File: src/rtl/dram_stream_out_pkg.sv
// rtl/dram_stream_out_pkg.sv - shared memory geometry, readout FSM states and stream beat type
package dram_stream_out_pkg;

  localparam int ADDR_W   = 19;
  localparam int DATA_W   = 8;
  localparam int MEM_LAST = 67000;

  typedef enum logic [1:0] {
    IDLE,
    RUN,
    DRAIN
  } state_t;

  typedef struct packed {
    logic [DATA_W-1:0] data;
    logic              last;
  } beat_t;

endpackage

File: src/rtl/dram_stream_out_sync_fifo.sv
// rtl/dram_stream_out_sync_fifo.sv - synchronous FIFO with occupancy count, DEPTH must be a power of two
module sync_fifo #(
  parameter int DEPTH = 4,
  parameter int WIDTH = 9,
  localparam int AW = $clog2(DEPTH)
) (
  input  logic             clk,
  input  logic             rst,
  input  logic             wr_en,
  input  logic [WIDTH-1:0] wr_data,
  input  logic             rd_en,
  output logic [WIDTH-1:0] rd_data,
  output logic             empty,
  output logic [AW:0]      count
);

  localparam logic [AW:0] FULL_CNT = (AW+1)'(DEPTH);

  logic [WIDTH-1:0] mem [DEPTH];
  logic [AW-1:0]    wr_ptr;
  logic [AW-1:0]    rd_ptr;
  logic             do_wr;
  logic             do_rd;

  assign do_wr   = wr_en && (count != FULL_CNT);
  assign do_rd   = rd_en && (count != '0);
  assign empty   = (count == '0);
  assign rd_data = mem[rd_ptr];

  always_ff @(posedge clk) begin
    if (rst) begin
      wr_ptr <= '0;
      rd_ptr <= '0;
      count  <= '0;
      for (int i = 0; i < DEPTH; i++) mem[i] <= '0;
    end else begin
      if (do_wr) begin
        mem[wr_ptr] <= wr_data;
        wr_ptr      <= wr_ptr + 1'b1;
      end
      if (do_rd) rd_ptr <= rd_ptr + 1'b1;
      case ({do_wr, do_rd})
        2'b10:   count <= count + 1'b1;
        2'b01:   count <= count - 1'b1;
        default: count <= count;
      endcase
    end
  end

endmodule

File: src/rtl/dram_stream_out.sv
// rtl/dram_stream_out.sv - scans a memory byte range over the external read port and streams it out
module dram_stream_out
  import dram_stream_out_pkg::*;
#(
  parameter int ADDR_W     = dram_stream_out_pkg::ADDR_W,
  parameter int DATA_W     = dram_stream_out_pkg::DATA_W,
  parameter int MEM_LAST   = dram_stream_out_pkg::MEM_LAST,
  parameter int FIFO_DEPTH = 4,
  parameter int READ_LAT   = 1
) (
  input  logic              clk,
  input  logic              rst,
  input  logic              start,
  input  logic [ADDR_W-1:0] base_addr,
  input  logic [ADDR_W-1:0] length,
  output logic              busy,
  output logic              done,
  output logic              err,
  output logic [ADDR_W-1:0] ext_addr,
  input  logic [DATA_W-1:0] ext_data,
  output logic [DATA_W-1:0] out_data,
  output logic              out_valid,
  input  logic              out_ready,
  output logic              out_last
);

  localparam int CW = $clog2(FIFO_DEPTH);

  state_t            state, state_nx;
  logic [ADDR_W-1:0] base_q, len_q, issued;
  logic [READ_LAT-1:0] pipe_vld, pipe_last;
  logic [CW:0]       fifo_cnt, inflight;
  logic [ADDR_W:0]   end_addr;
  logic              range_bad, issue, hs, fifo_empty;
  beat_t             head, wr_beat;

  assign end_addr  = {1'b0, base_addr} + {1'b0, length} - 1'b1;
  assign range_bad = (length != '0) && (end_addr > (ADDR_W+1)'(MEM_LAST));
  assign hs        = out_valid && out_ready;
  assign busy      = (state != IDLE);

  always_comb begin
    inflight = '0;
    for (int i = 0; i < READ_LAT; i++) inflight = inflight + (CW+1)'(pipe_vld[i]);
  end

  // Credit counts both buffered and in-flight reads so the FIFO can never overflow.
  always_comb begin
    state_nx = state;
    issue    = 1'b0;
    unique case (state)
      IDLE:  if (start && !range_bad && length != '0) state_nx = RUN;
      RUN: begin
        issue = (issued < len_q) &&
                ((CW+2)'(fifo_cnt) + (CW+2)'(inflight) < (CW+2)'(FIFO_DEPTH));
        if (issue && issued == len_q - 1'b1) state_nx = DRAIN;
      end
      DRAIN: if (hs && out_last) state_nx = IDLE;
      default: state_nx = IDLE;
    endcase
  end

  always_ff @(posedge clk) begin
    if (rst) state <= IDLE;
    else     state <= state_nx;
  end

  always_ff @(posedge clk) begin
    if (rst) begin
      base_q    <= '0;
      len_q     <= '0;
      issued    <= '0;
      ext_addr  <= '0;
      pipe_vld  <= '0;
      pipe_last <= '0;
      done      <= 1'b0;
      err       <= 1'b0;
    end else begin
      done <= 1'b0;
      err  <= 1'b0;
      if (state == IDLE && start) begin
        if (range_bad)          err  <= 1'b1;
        else if (length == '0)  done <= 1'b1;
        else begin
          base_q <= base_addr;
          len_q  <= length;
          issued <= '0;
        end
      end
      if (state == DRAIN && hs && out_last) done <= 1'b1;
      if (issue) begin
        ext_addr <= base_q + issued;
        issued   <= issued + 1'b1;
      end
      pipe_vld[0]  <= issue;
      pipe_last[0] <= issue && (issued == len_q - 1'b1);
      for (int i = 1; i < READ_LAT; i++) begin
        pipe_vld[i]  <= pipe_vld[i-1];
        pipe_last[i] <= pipe_last[i-1];
      end
    end
  end

  assign wr_beat = '{data: ext_data, last: pipe_last[READ_LAT-1]};

  sync_fifo #(
    .DEPTH (FIFO_DEPTH),
    .WIDTH ($bits(beat_t))
  ) u_fifo (
    .clk     (clk),
    .rst     (rst),
    .wr_en   (pipe_vld[READ_LAT-1]),
    .wr_data (wr_beat),
    .rd_en   (hs),
    .rd_data (head),
    .empty   (fifo_empty),
    .count   (fifo_cnt)
  );

  assign out_valid = !fifo_empty;
  assign out_data  = head.data;
  assign out_last  = head.last;

endmodule

File: config.mk
export PLATFORM = sky130hd
export DESIGN_NAME = dram_stream_out
export DESIGN_NICKNAME = d
export VERILOG_FILES = /design/src/rtl/dram_stream_out_pkg.sv /design/src/rtl/dram_stream_out_sync_fifo.sv /design/src/rtl/dram_stream_out.sv
export SDC_FILE = /design/constraint.sdc
export NUM_CORES = 1
export LEC_CHECK = 0
export BUFFER_PORTS_ARGS = -buffer_cell sky130_fd_sc_hd__buf_2
export CAP_MARGIN = 0
export CORE_ASPECT_RATIO = 1.4
export CORE_MARGIN = 3
export CORE_UTILIZATION = 35
export CTS_CLUSTER_DIAMETER = 40
export DETAILED_ROUTE_END_ITERATION = 10
export GPL_ROUTABILITY_DRIVEN = 0
export PLACE_DENSITY_LB_ADDON = 0.12
export SLEW_MARGIN = 20
export SYNTH_ARGS = -nofsm -noshare
export SYNTH_HDL_FRONTEND = slang
export SYNTH_SLANG_ARGS = --single-unit
export TNS_END_PERCENT = 50
File: constraint.sdc
create_clock -name clk -period 4.3 [get_ports clk]
set_input_delay 0.43 -clock clk [delete_from_list [all_inputs] [get_ports clk]]
set_output_delay 0.43 -clock clk [all_outputs]
set_load 0.01 [all_outputs]
## Yosys cells after proc, flatten, opt, wreduce, memory -nomap -nowiden

Memory sizes are Yosys's and may differ from the RTL's. A register that Yosys moved wholly into a read port is not among the register bits.
Cells that the tools add are included.

- Flip-flop bits (word level): 89
- Latch bits: 0
- Bits in writable memories: 36
- ROM bits: 0
- Logic and storage cells: 93
- Memories: 1

- $add $sub $neg: 10
- Multipliers: 0
- Divide/modulo/power cells: 0
- Order comparisons: 3
- Eq/ne operators: 11
- Shifts and indexed selects: 0
- Muxes and demuxes: 25
- Bitwise gates (word level): 3
- Reduce and logical (&&, ||, !) cells: 28

Memory list:

| name | words | width | read ports | clocked after Yosys merged registers in | wr ports | line | text |
|---|---|---|---|---|---|---|---|
| u_fifo.mem | 4 | 9 | 1 | 1 | 4 | dram_stream_out_sync_fifo.sv:19 | `logic [WIDTH-1:0] mem [DEPTH];` |

Operator list:

| operator | number |
|---|---|
| $mux W19 | 4 |
| $add A19 B19 Y20 | 1 |
| $gt A20 B17 Y1 const B | 1 |
| $sub A20 B1 Y20 const B | 1 |
| $add A19 B1 Y19 const B | 1 |
| $add A19 B19 Y19 | 1 |
| $eq A19 B19 Y1 | 1 |
| $logic_not A19 Y1 | 1 |
| $lt A19 B19 Y1 | 1 |
| $reduce_bool A19 Y1 | 1 |
| $sub A19 B1 Y19 const B | 1 |
| $logic_and A1 B1 Y1 | 13 |
| $mux W1 | 12 |
| $mux W2 | 6 |
| $mux W9 | 1 |
| $reduce_and A3 Y1 | 3 |
| $reduce_or A9 Y1 | 1 |
| $ne A2 B2 Y1 const B | 4 |
| $pmux W2 S3 | 1 |
| $pmux W3 S2 | 1 |
| $reduce_bool A2 Y1 | 3 |
| $add A2 B1 Y2 const B | 2 |
| $add A3 B1 Y4 | 1 |
| $eq A2 B1 Y1 const B | 2 |
| other kinds (12) | 16 |

## Longest topological paths before layout

- Depth in word-level cells: 9
- Mapped depth: 17
- Mapped depth without buffers: 15

## By module

A second synthesis with hierarchy kept.

- Cells, all modules: 1042
- Area total of the unflattened synthesis: 9013.6 µm²

Modules (own cells, without submodules):

| module | times used | cells each | area each (µm²) | sequential area each (µm²) |
|---|---|---|---|---|
| dram_stream_out | 1 | 903 | 6969.2 | 1641.6 |
| sync_fifo | 1 | 139 | 2044.5 | 1261.2 |

## Least setup slack after synthesis

No wires, ideal clock.

- Path type: input -> register
- Start: input base_addr[1]
- End: register len_q[0]
- Setup time: 0.134 ns
- Data arrival time: 3.574 ns
- Path slack: 0.592 ns
- Cell stages on the path: 17
- Path buffers: 2
- Path through: inv_1 -> ha_1 -> inv_1 -> ha_1 -> inv_1 -> fa_1 -> nor2b_1 -> o31ai_2 -> a2111oi_0 -> o22a_1 -> a211o_1 -> and4bb_1 -> o31ai_2 -> or3_1 -> buf_2 -> buf_2 -> o31ai_1

- Word-level cells in the longest chain between the ends: 6

Ends and longest elaborated chain:

| element | line | text |
|---|---|---|
| start, declared | dram_stream_out.sv:14 | `input logic [ADDR_W-1:0] base_addr,` |
| $add A19 B19 Y20 | dram_stream_out.sv:37 | `assign end_addr = {1'b0, base_addr} + {1'b0, length} - 1'b1;` |
| $sub A20 B1 Y20 | dram_stream_out.sv:37 |  |
| $gt A20 B17 Y1 | dram_stream_out.sv:38 | `assign range_bad = (length != '0) && (end_addr > (ADDR_W+1)'(MEM_LAST));` |
| $logic_and A1 B1 Y1 | dram_stream_out.sv:38 |  |
| $not A1 Y1 (no line) | - |  |
| $reduce_and A3 Y1 (no line) | - |  |
| end signal, assigned | dram_stream_out.sv:86 | `len_q <= length;` |
| end, declared | dram_stream_out.sv:30 | `logic [ADDR_W-1:0] base_q, len_q, issued;` |

No other way between the ends.
A chain may end at the register's enable or synchronous reset.

## Worst setup path after layout

- Start: register len_q[5]
- End: register state[1]

- Word-level cells in the longest chain between the ends: 5

Ends and longest elaborated chain:

| element | line | text |
|---|---|---|
| $sub A19 B1 Y19 or $lt A19 B19 Y1 (tied branches) | dram_stream_out.sv:56, dram_stream_out.sv:54 |  |
| $eq A19 B19 Y1 or $logic_and A1 B1 Y1 (tied branches) | dram_stream_out.sv:56, dram_stream_out.sv:54 |  |
| $logic_and A1 B1 Y1 * | dram_stream_out.sv:56 | `if (issue && issued == len_q - 1'b1) state_nx = DRAIN;` |
| $ne A2 B2 Y1 (no line) * | - |  |
| $reduce_and A3 Y1 (no line) * | - |  |
| end signal, assigned | dram_stream_out.sv:65 | `else state <= state_nx;` |
| end, declared | dram_stream_out.sv:29 | `state_t state, state_nx;` |

Mark *: on every way between the ends. The rest lies on a longest branch, timed or not.

==> run metrics <==
remaining global-route overflow 0; Setup Skew 0.008351 ns; Slew HR 53.35%; Max IR drop VDD 0.1910 mV; WHS 0.2707 ns; #FFs+latches synth 127; dominant cells by area after synthesis dfxtp_1, edfxtp_1, ha_1; hpwl dp 17480 um; First DRT Iteration DRCs 235; worst path required time 4.64 ns; RSZ-0062 raised after global routing false; fmax 269.6 MHz; die area 0.02667 mm2; Worst Path Arrival 4.05 ns; Post-synth ARST share 0%; CTS sink cnt 127; starting density of the core 35.83%; Slew Limit Fails 0; CTS tree yes; cts repair resizes 0; Hold Path Class input port to register; Layout Cells excl Fill 1408; Yosys cell types 73; placed cells 1376; post-synthesis cell count 1015; Worst Slack Setup Final 0.5910 ns; num ports 82; crit share post-route 86.26%; Final Hold Viols 0; vias in the first global route 7223; vias per cell 5.109; crit end category register; drt wl/cell 15.78 um; Post-synth EDFFs 36; Port Buffers 81; post-synthesis sequential area ratio 33.56%; clock buffer depth 2; overall routing resource usage 16.86%; first-pass GRT wire length 36380 um; DRC 0; Num CTS Buffers 17; Syn-to-layout area delta 15.53%; Routed Antenna Nets 0; actual slew at the worst max-slew pin 0.6933 ns; CP most frequent cell or3_1; Synth top area share 21.06%; diode count 0; Post-Route WL 22220 um; Setup Viol. Count Final 0; Max-Cap Viols 0; category of the critical setup timing path register to register; Fin Setup TNS 0 ns; Clk Tree Root Cell clkbuf_16; Synth Net Count 1145; static leakage 0.004318 uW; crit path launch type register; post-synth top area cell dfxtp_1; core box area 0.02414 mm2; die width 138.9 um; Post-synth top flop dfxtp_1; Die Height 192.0 um; Syn. warnings 0; commonest non-fill, non-tap cells in the layout inv_1, nand2_1, dfxtp_1; layout cell share with drive strength beyond 1 14.12%; slowest CP cell nor4_1; Place WS 0.2496 ns; Nets 1215; commonest non-fill, non-tap cell in the layout inv_1; H-tree levels 4; Worst Path Max Fanout 5; post-synthesis cell area 0.008651 mm2; via count 7194; power per cell area 350.0 mW/mm2; worst path cell trace nor4_1, nand3_1, or3_1, xnor2_1, a2111oi_0, nand4_1, or4b_4, or3_1, a21oi_1; Clk pin slew, worst setup/hold paths 0.06 ns; number of buffers added for setup after CTS 0; shortest period the worst path allows 3.709 ns; status completed; Rows 67; largest net degree at the start of global routing 63; Mean Syn Cell Area 8.523 um2; 1st-pass router iterations 5; Worst-Skew Late Latency 0.42 ns; hold_buf cts 0; Critical Path Max Stage Delay 0.64 ns; initial antenna violation count 0
[per-layer routing]
metal / share of wire (%) / wire length (um) / global-route usage, % / vias to the layer above
met2: 52 / 11620 / 32.45 / 117
met3: 2.5 / 548 / 2.192 / 31
met5: 0 / 0 / 0 / -
li1: - / - / - / 3722
met4: 2.1 / 459 / 5.572 / 0
met1: 43 / 9595 / 19.10 / 3324
[state kept, by name (all words and copies together) (netlist names), 2 cells and up, named ones only]
signal and count:
u_fifo.wr_ptr 2, ext_addr 19, state 2, base_q 19
len_q 19, u_fifo.count 3, issued 19, u_fifo.rd_ptr 2
u_fifo.mem 36
[final cells by class]
cell class              instances  area (um2)
clock buffers                  17       425.4
clock inverters                15       183.9
fillers                      2510       14150
inverters                     130       488.0
multi-input cells             713        5076
flip-flops and latches        127        2903
well taps                     310       387.9
repair buffers                 96       530.5
[cell usage after synthesis (13+ instances only)]
cell,n
nand3_1,22
nand4_1,13
dfxtp_1,91
nor2_1,62
ha_1,77
nand2_1,113
o311ai_0,22
nor4_1,13
mux2i_1,24
xor2_1,24
o31ai_1,24
a21oi_1,47
a21o_1,15
o21ai_0,31
nor3_1,23
inv_1,129
xnor2_1,35
clkbuf_1,34
edfxtp_1,36
and2_1,16
[cells by family (layout without fill, tap and decap cells)]
family	after synthesis	count (layout)	synth area share, %
compound gates	219	219	17.33
xor+xnor	59	59	5.973
flops	127	127	33.56
simple gates	322	322	18.35
mux	33	33	5.120
fa+ha+maj	80	80	11.83
buf+inv	175	258	7.839
[critical path, delay by kind of cell, from the launching register on]
family	cells	cell delay (ns)
flip-flops	1	0.35
AND/OR/NAND/NOR	6	2.59
XOR/XNOR	1	0.19
AO/OA/AOI/OAI	2	0.51
[through the flow]
| step | instance area [um2] | power [uW] | utilization (%) |
|---|---|---|---|
| floorplan | 8651 | 1832 | - |
| global placement | 9385 | 2030 | 38.87 |
| detailed placement | 9385 | 2029 | 38.87 |
| CTS | 9995 | 3545 | 41.40 |
| global route | 9995 | 3675 | 41.40 |
| finish | 9995 | 3498 | 41.40 |
[final timing paths]
check                           slack (ns)     startpoint          end  cells after the start
worst max-delay path                  0.59       len_q[5]     state[1]                      9
worst min-delay path                  0.27  base_addr[14]   base_q[14]                      3
worst max register to register        0.59       len_q[5]     state[1]                      9
worst min register to register        0.45    ext_addr[6]  ext_addr[6]                      2
[where the power goes]
part           total [uW]  leakage, uW  internal [uW]  switching, uW
Sequential           1290      0.00110           1260           27.5
Combinational         708      0.00292            290            417
Clock                1500     0.000291            920            582
Total                3500      0.00432           2470           1030
No activity file was read; power rests on OpenSTA's default activity.
